$ cat src/rtl/grain_stream_decrypt_if.sv
// Stream and keystream-generator pins of the Grain-128a decryption front-end.
// master = decryptor side, slave = surrounding datapath / generator side.
interface grain_stream_decrypt_if;
    logic       ks_init;
    logic       ks_ready;
    logic       ks_bit;
    logic       ks_adv;
    logic [7:0] in_data;
    logic       in_valid;
    logic       in_ready;
    logic [7:0] out_data;
    logic       out_valid;
    logic       out_ready;

    modport master (
        output ks_init, ks_adv, in_ready, out_data, out_valid,
        input  ks_ready, ks_bit, in_data, in_valid, out_ready
    );

    modport slave (
        input  ks_init, ks_adv, in_ready, out_data, out_valid,
        output ks_ready, ks_bit, in_data, in_valid, out_ready
    );
endinterface

$ cat src/rtl/grain_stream_decrypt.sv
// Byte-wide Grain-128a decryption front-end: gathers keystream bits LSB-first into a byte
// and XORs it with ciphertext. Optional GRAIN_DEC_ABORT_EN adds an abort input.
//
// state | meaning
// IDLE  | waiting for start
// LOAD  | one-cycle ks_init pulse to the generator
// WARM  | waiting for generator ks_ready
// RUN   | gather keystream bytes, decrypt, hand out plaintext
module grain_stream_decrypt #(
    parameter int LEN_W = 16
) (
    input  logic             clk,
    input  logic             n_reset,
    input  logic             start,
    input  logic [LEN_W-1:0] msg_len,
`ifdef GRAIN_DEC_ABORT_EN
    input  logic             abort,
`endif
    output logic             busy,
    output logic             done,
    grain_stream_decrypt_if.master io
);

    typedef enum logic [1:0] {IDLE, LOAD, WARM, RUN} state_t;

    state_t           state;
    logic [LEN_W-1:0] len_r;
    logic [LEN_W-1:0] gathered;
    logic [LEN_W-1:0] sent;
    logic [2:0]       bitcnt;
    logic [7:0]       kbuf;
    logic             kvalid;
    logic [7:0]       out_data_r;
    logic             out_valid_r;
    logic             done_r;

    logic abort_i;
    logic gather_en;
    logic in_rdy;
    logic in_acc;
    logic out_acc;

`ifdef GRAIN_DEC_ABORT_EN
    assign abort_i = abort;
`else
    assign abort_i = 1'b0;
`endif

    assign gather_en = (state == RUN) && !kvalid && (gathered < len_r) && io.ks_ready && !abort_i;
    assign in_rdy    = (state == RUN) && kvalid && (!out_valid_r || io.out_ready) && !abort_i;
    assign in_acc    = in_rdy && io.in_valid;
    assign out_acc   = out_valid_r && io.out_ready && !abort_i;

    assign io.ks_adv    = gather_en;
    assign io.ks_init   = (state == LOAD);
    assign io.in_ready  = in_rdy;
    assign io.out_data  = out_data_r;
    assign io.out_valid = out_valid_r;
    assign busy         = (state != IDLE);
    assign done         = done_r;

    always_ff @(posedge clk or negedge n_reset) begin
        if (!n_reset) begin
            state       <= IDLE;
            len_r       <= '0;
            gathered    <= '0;
            sent        <= '0;
            bitcnt      <= '0;
            kbuf        <= '0;
            kvalid      <= 1'b0;
            out_data_r  <= '0;
            out_valid_r <= 1'b0;
            done_r      <= 1'b0;
        end else begin
            done_r <= 1'b0;
            if (abort_i && state != IDLE) begin
                state       <= IDLE;
                kvalid      <= 1'b0;
                out_valid_r <= 1'b0;
                gathered    <= '0;
                sent        <= '0;
                bitcnt      <= '0;
            end else begin
                case (state)
                    IDLE: begin
                        if (start) begin
                            len_r    <= msg_len;
                            gathered <= '0;
                            sent     <= '0;
                            bitcnt   <= '0;
                            kvalid   <= 1'b0;
                            if (msg_len == '0) done_r <= 1'b1;
                            else               state  <= LOAD;
                        end
                    end
                    LOAD: state <= WARM;
                    WARM: if (io.ks_ready) state <= RUN;
                    RUN: begin
                        if (gather_en) begin
                            kbuf[bitcnt] <= io.ks_bit;
                            if (bitcnt == 3'd7) begin
                                kvalid   <= 1'b1;
                                gathered <= gathered + LEN_W'(1);
                                bitcnt   <= '0;
                            end else begin
                                bitcnt <= bitcnt + 3'd1;
                            end
                        end
                        // A byte loaded in the same cycle as an output accept keeps out_valid high.
                        if (in_acc) begin
                            out_data_r  <= io.in_data ^ kbuf;
                            out_valid_r <= 1'b1;
                            kvalid      <= 1'b0;
                        end else if (out_acc) begin
                            out_valid_r <= 1'b0;
                        end
                        if (out_acc) begin
                            sent <= sent + LEN_W'(1);
                            if (sent + LEN_W'(1) == len_r) begin
                                done_r      <= 1'b1;
                                state       <= IDLE;
                                out_valid_r <= 1'b0;
                            end
                        end
                    end
                    default: state <= IDLE;
                endcase
            end
        end
    end

endmodule

$ cat src/flat_wrapper.sv
// flat-port wrapper written by rule: the top's interface ports become plain ports
module grain_stream_decrypt_flat 
#(
    parameter int LEN_W = 16
)
  (clk, n_reset, start, msg_len, busy, done, io_ks_init, io_ks_adv, io_in_ready, io_out_data, io_out_valid, io_ks_ready, io_ks_bit, io_in_data, io_in_valid, io_out_ready);
  grain_stream_decrypt_if io_i ();
  input  logic clk;
  input  logic n_reset;
  input  logic start;
  input  logic [LEN_W-1:0] msg_len;
  output logic busy;
  output logic done;
  output wire logic [$bits(io_i.ks_init)-1:0] io_ks_init;
  output wire logic [$bits(io_i.ks_adv)-1:0] io_ks_adv;
  output wire logic [$bits(io_i.in_ready)-1:0] io_in_ready;
  output wire logic [$bits(io_i.out_data)-1:0] io_out_data;
  output wire logic [$bits(io_i.out_valid)-1:0] io_out_valid;
  input wire logic [$bits(io_i.ks_ready)-1:0] io_ks_ready;
  input wire logic [$bits(io_i.ks_bit)-1:0] io_ks_bit;
  input wire logic [$bits(io_i.in_data)-1:0] io_in_data;
  input wire logic [$bits(io_i.in_valid)-1:0] io_in_valid;
  input wire logic [$bits(io_i.out_ready)-1:0] io_out_ready;
  assign io_ks_init = io_i.ks_init;
  assign io_ks_adv = io_i.ks_adv;
  assign io_in_ready = io_i.in_ready;
  assign io_out_data = io_i.out_data;
  assign io_out_valid = io_i.out_valid;
  assign io_i.ks_ready = io_ks_ready;
  assign io_i.ks_bit = io_ks_bit;
  assign io_i.in_data = io_in_data;
  assign io_i.in_valid = io_in_valid;
  assign io_i.out_ready = io_out_ready;
  grain_stream_decrypt #(.LEN_W(LEN_W)) u_core (.clk(clk), .n_reset(n_reset), .start(start), .msg_len(msg_len), .busy(busy), .done(done), .io(io_i));
endmodule
$ cat config.mk
export PLATFORM = sky130hd
export DESIGN_NAME = grain_stream_decrypt_flat
export DESIGN_NICKNAME = d
export VERILOG_FILES = /design/src/rtl/grain_stream_decrypt_if.sv /design/src/rtl/grain_stream_decrypt.sv /design/src/flat_wrapper.sv
export SDC_FILE = /design/constraint.sdc
export NUM_CORES = 1
export LEC_CHECK = 0
export BUFFER_PORTS_ARGS = -buffer_cell sky130_fd_sc_hd__buf_2
export CORE_ASPECT_RATIO = 0.8
export CORE_MARGIN = 4
export CORE_UTILIZATION = 35
export DETAILED_ROUTE_END_ITERATION = 8
export SETUP_SLACK_MARGIN = 0.15
export SLEW_MARGIN = 20
export SYNTH_ARGS = -nofsm -noshare
export SYNTH_HDL_FRONTEND = slang
export SYNTH_SLANG_ARGS = --single-unit
export TNS_END_PERCENT = 10
$ cat constraint.sdc
create_clock -name clk -period 3 [get_ports clk]
set_clock_uncertainty 0.15 [all_clocks]
set_input_delay 0.45 -clock clk [delete_from_list [all_inputs] [get_ports clk]]
set_output_delay 0.45 -clock clk [all_outputs]
set_load 0.05 [all_outputs]
==> flow_summary.json, run 1 <==
{
  "dp_slack_ps": -74.77,
  "cpPeakStageDelay_ps": 400,
  "r2r-start": "u_core.state[0]$_DFFE_PN0P_",
  "die_h_um": 109.4,
  "cts_root_buf": "clkbuf_16",
  "drt_drc_violations_left": 0,
  "drt.antenna.violating_nets": 0,
  "period_needed_ps": 2894,
  "overflow": 0,
  "clk_latency_ps": 340,
  "tightest_slew_ps": 763.5,
  "report.final.slew_viol_count": 0,
  "max_freq_mhz": 345.6,
  "crit_end": "io_ks_adv",
  "ys_types": 59,
  "grt_usage_pct": 16.63,
  "rr_endpoint": "u_core.state[1]$_DFFE_PN0P_",
  "status": "completed",
  "grt_pass1_vias": 3881,
  "period_share_pct": 96.46,
  "cts_buffers": 9,
  "design.core.area_um2": 12390,
  "synth-main-ff-cell": "dfrtp_1",
  "crit_chain": "inv_2 > ha_4 > a21o_1 > a21o_1 > a2111oi_4 > o21a_1 > o21ai_4 > inv_2 > buf_8",
  "start_util_pct": 36.34,
  "dp_hpwl_um": 8673,
  "synth_top_area_share_pct": 40.02,
  "fin_util_pct": 44.24,
  "route.vias.total": 3945,
  "drive_above_1_share_pct": 25.23,
  "nFillCells": 1187,
  "setup_violations": 0,
  "synth_nets": 533,
  "vias_per_cell": 5.434,
  "drtPass1Iterations": 4,
  "yosysSeqAreaShare_pct": 40.02,
  "multiInputGateArea_um2": 2544,
  "io_pins": 45,
  "max-vdd-ir-drop_mv": 0.2773,
  "cts_max_level": 3,
  "worstSetupStartpoint": "u_core.len_r[13]$_DFFE_PN0P_",
  "synth_edf_count": 0,
  "cts_max_path_buffers": 2,
  "fp.dieArea_um2": 14750,
  "reg2reg_slack_ps": 130,
  "crit_fanout": 3,
  "diodes": 0,
  "required_ps": 2400,
  "wl_um": 11710,
  "maxCapViolCount": 0,
  "ys_ff_latch": 72,
  "cts.sinks": 72,
  "rsz0062_at_grt": "true",
  "grt_start_max_net_pins": 29,
  "min_path_type": "input pin to register",
  "syn_area_um2": 4502,
  "seq_area_um2": 1802,
  "ys_top_cells_by_area": "dfrtp_1, ha_1, mux2_2",
  "crit_path_end_kind": "output pin",
  "gp_routability_congestion": 0.8462,
  "grt_first_pass_wirelength_um": 19410,
  "drtIter0Drc": 241,
  "cts_tree": "yes",
  "wl_per_cell_um": 16.13,
  "path_clk_slew_ps": 60,
  "slew_headroom_pct": 48.98,
  "cp_slowest_cell": "a2111oi_4",
  "portBuffers": 44,
  "criticalPathCategory": "register to output pin",
  "syn2layout_area_growth_pct": 21.73,
  "yosys_warnings": 0,
  "cp.arrival_ps": 2290,
  "final_nets": 604,
  "die_w_um": 134.8,
  "avgSynthCellArea_um2": 9.398,
  "antenna_found_initial": 0,
  "setup_ws_ps": 106.2,
  "placementRows": 36,
  "startpoint_type": "register",
  "netlist_instances": 479,
  "p_per_area_nw_per_um2": 427.7,
  "reg2regPathDepth": 8,
  "synth.largest_area_cell": "dfrtp_1",
  "power_leakage_nw": 2.551,
  "final-hold-violation-count": 0,
  "async_flop_share_pct": 100.0
}
-- cell usage after synthesis (3+ instances only) --
cell type,number
dfrtp_1,72
nand2_1,47
o21ai_0,35
inv_1,25
ha_1,23
nor2_1,23
a21oi_1,22
nand3_1,22
xnor2_1,22
mux2_2,19
nand4_1,16
clkbuf_1,15
xor2_1,11
a21o_1,9
nor4_1,9
o31ai_1,9
nor3_1,7
and3_1,6
o211ai_1,6
or3_1,6
mux2_1,5
or4_1,5
nand2b_1,4
nand4b_1,4
nor4b_1,4
o21ai_1,4
o41ai_1,4
a31oi_1,3
buf_2,3
buf_6,3
-- power breakdown --
group	internal, mW	leakage (nW)	switching, mW	total (mW)
clock	0.643	0.141	0.435	1.08
sequential	0.996	0.980	0.0309	1.03
combinational	0.110	1.43	0.128	0.238
total	1.75	2.55	0.594	2.34
-- metrics by stage --
step | hold slack [ps] | total power [mW] | TNS, ps | instance area, um2 | instances
floorplan | 4.409 | 1.164 | 0 | 4507 | 479
global placement | 254.8 | 1.249 | 0 | 5047 | 702
detailed placement | 261.7 | 1.258 | -359.8 | 5047 | 702
CTS | 204.6 | 2.361 | 0 | 5439 | 724
global route | 220.0 | 2.439 | 0 | 5480 | 726
finish | 208.7 | 2.344 | 0 | 5480 | 726
-- worst min-delay path by stage --
stage | endpoint | slack (ps) | depth (start not counted) | startpoint
4_1_cts | u_core.len_r[10]$_DFFE_PN0P_ | 200 | 2 | msg_len[10]
2_1_floorplan | u_core.bitcnt[0]$_DFFE_PN0P_ | 4 | 0 | n_reset
6_report | u_core.len_r[1]$_DFFE_PN0P_ | 210 | 2 | msg_len[1]
3_5_place_dp | u_core.io.out_data[5]$_DFFE_PN0P_ | 260 | 1 | n_reset
3_3_place_gp | u_core.io.out_data[5]$_DFFE_PN0P_ | 250 | 1 | n_reset
5_1_grt | u_core.len_r[9]$_DFFE_PN0P_ | 220 | 2 | msg_len[9]
-- layout make-up --
type	count	share of cell area [%]
flip-flops and latches	72	32.88
clock buffers	9	4.110
well taps	171	3.904
inverters	26	1.781
multi-input cells	358	46.42
clock inverters	7	1.324
repair buffers	83	9.589
-- worst max-delay path, delay by kind of cell (launching register included) --
kind | cells | cell delay (ps)
AO/OA/AOI/OAI | 5 | 1040
adder cells (fa/ha/maj) | 1 | 200
buffers and inverters | 3 | 320
flip-flops | 1 | 380
-- flip-flops by register name, indices dropped and copies added (netlist names) --
| signal | count |
|---|---|
| u_core.kbuf | 8 |
| u_core.gathered | 16 |
| u_core.sent | 16 |
| u_core.len_r | 16 |
| u_core.io.out_data | 8 |
| u_core.done | 1 |
| u_core.kvalid | 1 |
| u_core.state | 2 |
| u_core.io.out_valid | 1 |
| u_core.bitcnt | 3 |
-- cells in the final DEF (no fill, tap or decap), types with 6 or more instances in the layout --
| cell | n |
|---|---|
| and3_1 | 6 |
| nand2_1 | 47 |
| dfrtp_1 | 72 |
| inv_1 | 24 |
| a21oi_1 | 21 |
| o31ai_1 | 9 |
| nor4_1 | 9 |
| o211ai_1 | 6 |
| nor3_1 | 6 |
| buf_2 | 43 |
| buf_4 | 38 |
| nand3_1 | 21 |
| a21o_1 | 9 |
| xnor2_1 | 22 |
| nor2_1 | 23 |
| xor2_1 | 11 |
| o21ai_0 | 35 |
| mux2_2 | 19 |
| or3_1 | 6 |
| ha_1 | 21 |
| nand4_1 | 16 |
| clkbuf_16 | 9 |
-- logic make-up after synthesis --
family	count (synthesis)	synth area share, %
buffers and inverters	49	4.975
AOI/OAI and AO/OA	112	15.98
adders and majority gates	23	6.393
xor gates and xnor gates	33	6.420
DFF	72	40.02
and+or+nand+nor	165	19.98
muxes	25	6.226
-- metal layers --
layer  share of wire [%]  GRT usage, %
met5                   0             0
met2                  45         25.80
met1                  48         23.16
met3                 5.9         4.437
met4                 1.2         4.215
-- repair_timing --
action,4_1_cts,5_1_grt
cloned,0,0
hold buffers,1,0
gates resized for setup,9,5
endpoints found under the hold margin,17,0
setup endpoints to repair,20,21
pin swaps,8,1
setup buffers,5,2
(Power assumes the default switching activity.)
==> run 2: changes to the inputs <==
Settings changed: ABC_AREA set to 1.
==> flow_summary.json, run 2 <==
{
  "portBuffers": 44,
  "diodes": 0,
  "grt_usage_pct": 16.66,
  "antenna_found_initial": 0,
  "crit_fanout": 6,
  "synth_xor_area_share_pct": 4.046,
  "criticalPathCategory": "register to output pin",
  "final_nets": 737,
  "synth.largest_area_cell": "dfrtp_1",
  "grt_start_max_net_pins": 73,
  "gp_routability_congestion": 0.7967,
  "tns_ps": 0,
  "final_cell_mix": "nand2_1, inv_1, dfrtp_1",
  "maxCapViolCount": 0,
  "dp_hpwl_um": 8825,
  "rsz0062_at_grt": "false",
  "fin_util_pct": 42.57,
  "overflow": 0,
  "route.vias.total": 4162,
  "die_h_um": 109.9,
  "async_flop_share_pct": 100.0,
  "cp.arrival_ps": 2080,
  "final_cells": 859,
  "cts-hold-fix-buffers": 0,
  "slew_headroom_pct": 37.14,
  "power_leakage_nw": 2.570,
  "avgSynthCellArea_um2": 7.158,
  "grt_first_pass_wirelength_um": 19820,
  "dp_slack_ps": 513.4,
  "cts_max_level": 3,
  "startpoint_type": "register",
  "synth-adder-area-share_pct": 6.331,
  "tightest_slew_ps": 942.9,
  "die_w_um": 135.4,
  "drive_above_1_share_pct": 13.37,
  "cts_max_path_buffers": 2,
  "period_needed_ps": 2683,
  "vias_per_cell": 4.845,
  "p_per_area_nw_per_um2": 719.9,
  "yosysSeqAreaShare_pct": 39.64,
  "wl_per_cell_um": 13.36,
  "drt_drc_violations_left": 0,
  "synth_top_family_by_area": "simple AND/OR/NAND/NOR gates",
  "drtIter0Drc": 307,
  "cts_root_buf": "clkbuf_16",
  "cts_tree": "yes",
  "crit_path_end_kind": "output pin",
  "ys_types": 28,
  "setup_violations": 0,
  "synth_top_area_share_pct": 39.64,
  "synth.cells.most_frequent": "nand2_1, inv_1, dfrtp_1",
  "cts.repair.resized": 0,
  "clk_latency_ps": 330,
  "nFillCells": 1320,
  "netlist_instances": 635,
  "cts_buffers": 9,
  "ys_top_cells_by_area": "dfrtp_1, nand2_1, inv_1",
  "max-vdd-ir-drop_mv": 0.3333,
  "yosysMostFrequentCell": "nand2_1",
  "max_freq_mhz": 372.7,
  "syn2layout_area_growth_pct": 16.43,
  "synthSimpleGateAreaFrac_pct": 31.71,
  "placementRows": 36,
  "required_ps": 2400,
  "synth_compound_area_share_pct": 9.964,
  "top_regs": "u_core.gathered (16), u_core.len_r (16), u_core.sent (16)",
  "yosys_warnings": 0,
  "path_clk_slew_ps": 50,
  "start_util_pct": 36.56,
  "fp.dieArea_um2": 14890,
  "synth-main-ff-cell": "dfrtp_1",
  "wl_um": 11470,
  "layout_commonest_cell": "nand2_1",
  "io_pins": 45,
  "syn_area_um2": 4546,
  "drtPass1Iterations": 5,
  "period_share_pct": 89.44,
  "synthMuxAreaShare_pct": 0,
  "post_cts_buffers": 0,
  "design.core.area_um2": 12430,
  "cts.sinks": 72,
  "drt.antenna.violating_nets": 0,
  "report.final.slew_viol_count": 0,
  "setup_ws_ps": 316.8,
  "grt_pass1_vias": 4163,
  "final-hold-violation-count": 0,
  "synth_edf_count": 0,
  "dp.cells": 843,
  "hold_slack_ps": 103.2,
  "synth_nets": 689,
  "status": "completed",
  "min_path_type": "input pin to async pin",
  "ys_ff_latch": 72
}
==> run 2: worst max-delay path, cell delays in order, from the launching register on <==
cell	delay (ps)
dfrtp_1	440
ha_1	330
nand2_1	60
inv_1	30
o21ai_0	140
nand2_1	80
nor2_1	220
nand4_4	180
inv_2	120
buf_6	160
==> run 2: cell families (layout without fill, tap and decap cells) <==
group / after synthesis / after routing
AND/OR/NAND/NOR: 335 / 335
AO/OA/AOI/OAI: 85 / 85
flip-flops: 72 / 72
XOR/XNOR: 21 / 21
buffers and inverters: 99 / 152
adder cells (fa/ha/maj): 23 / 23
==> run 2: stage by stage <==
stage / cell area (um2) / power [mW]
4_1_cts: 5276 / 3.832
5_1_grt: 5293 / 4.122
6_report: 5293 / 3.810
3_5_place_dp: 4969 / 2.726
3_3_place_gp: 4969 / 2.689
2_1_floorplan: 4546 / 2.315
==> run 2: final cells by class <==
type | count | area (um2) | area share [%]
Multi-Input combinational cell | 464 | 2375 | 44.87
Clock inverter | 5 | 55.05 | 1.040
Inverter | 87 | 326.6 | 6.170
Clock buffer | 11 | 252.7 | 4.775
Sequential cell | 72 | 1803 | 34.07
Tap cell | 171 | 214.0 | 4.043
Timing Repair Buffer | 49 | 266.5 | 5.035
==> run 2: power breakdown <==
| part | switching [mW] | internal, mW | leakage (nW) |
|---|---|---|---|
| clock network | 0.412 | 0.686 | 0.148 |
| logic | 0.979 | 0.420 | 1.46 |
| registers | 0.155 | 1.16 | 0.960 |
| total | 1.55 | 2.26 | 2.57 |
==> run 2: routing by layer <==
layer / vias to the layer above / wire (um) / track usage (%)
li1: 2140 / - / -
met1: 1922 / 5585 / 22.36
met2: 80 / 5269 / 27.06
met3: 20 / 398 / 3.751
met4: 0 / 221 / 4.964
met5: - / 0 / 0
==> run 2: worst paths after layout <==
kind	start	to	slack, ps	cells past startpoint
worst max-delay path	u_core.gathered[13]$_DFFE_PN0P_	io_ks_adv	320	9
worst min-delay path	n_reset	u_core.sent[0]$_DFFE_PN0P_	100	1
worst max register to register	u_core.sent[0]$_DFFE_PN0P_	u_core.io.out_valid$_DFFE_PN0P_	660	14
worst min register to register	u_core.io.out_data[0]$_DFFE_PN0P_	u_core.io.out_data[0]$_DFFE_PN0P_	330	2
max in group asynchronous	n_reset	u_core.gathered[5]$_DFFE_PN0P_	1920	1
min in group clk	io_ks_bit	u_core.kbuf[1]$_DFFE_PN0P_	240	3
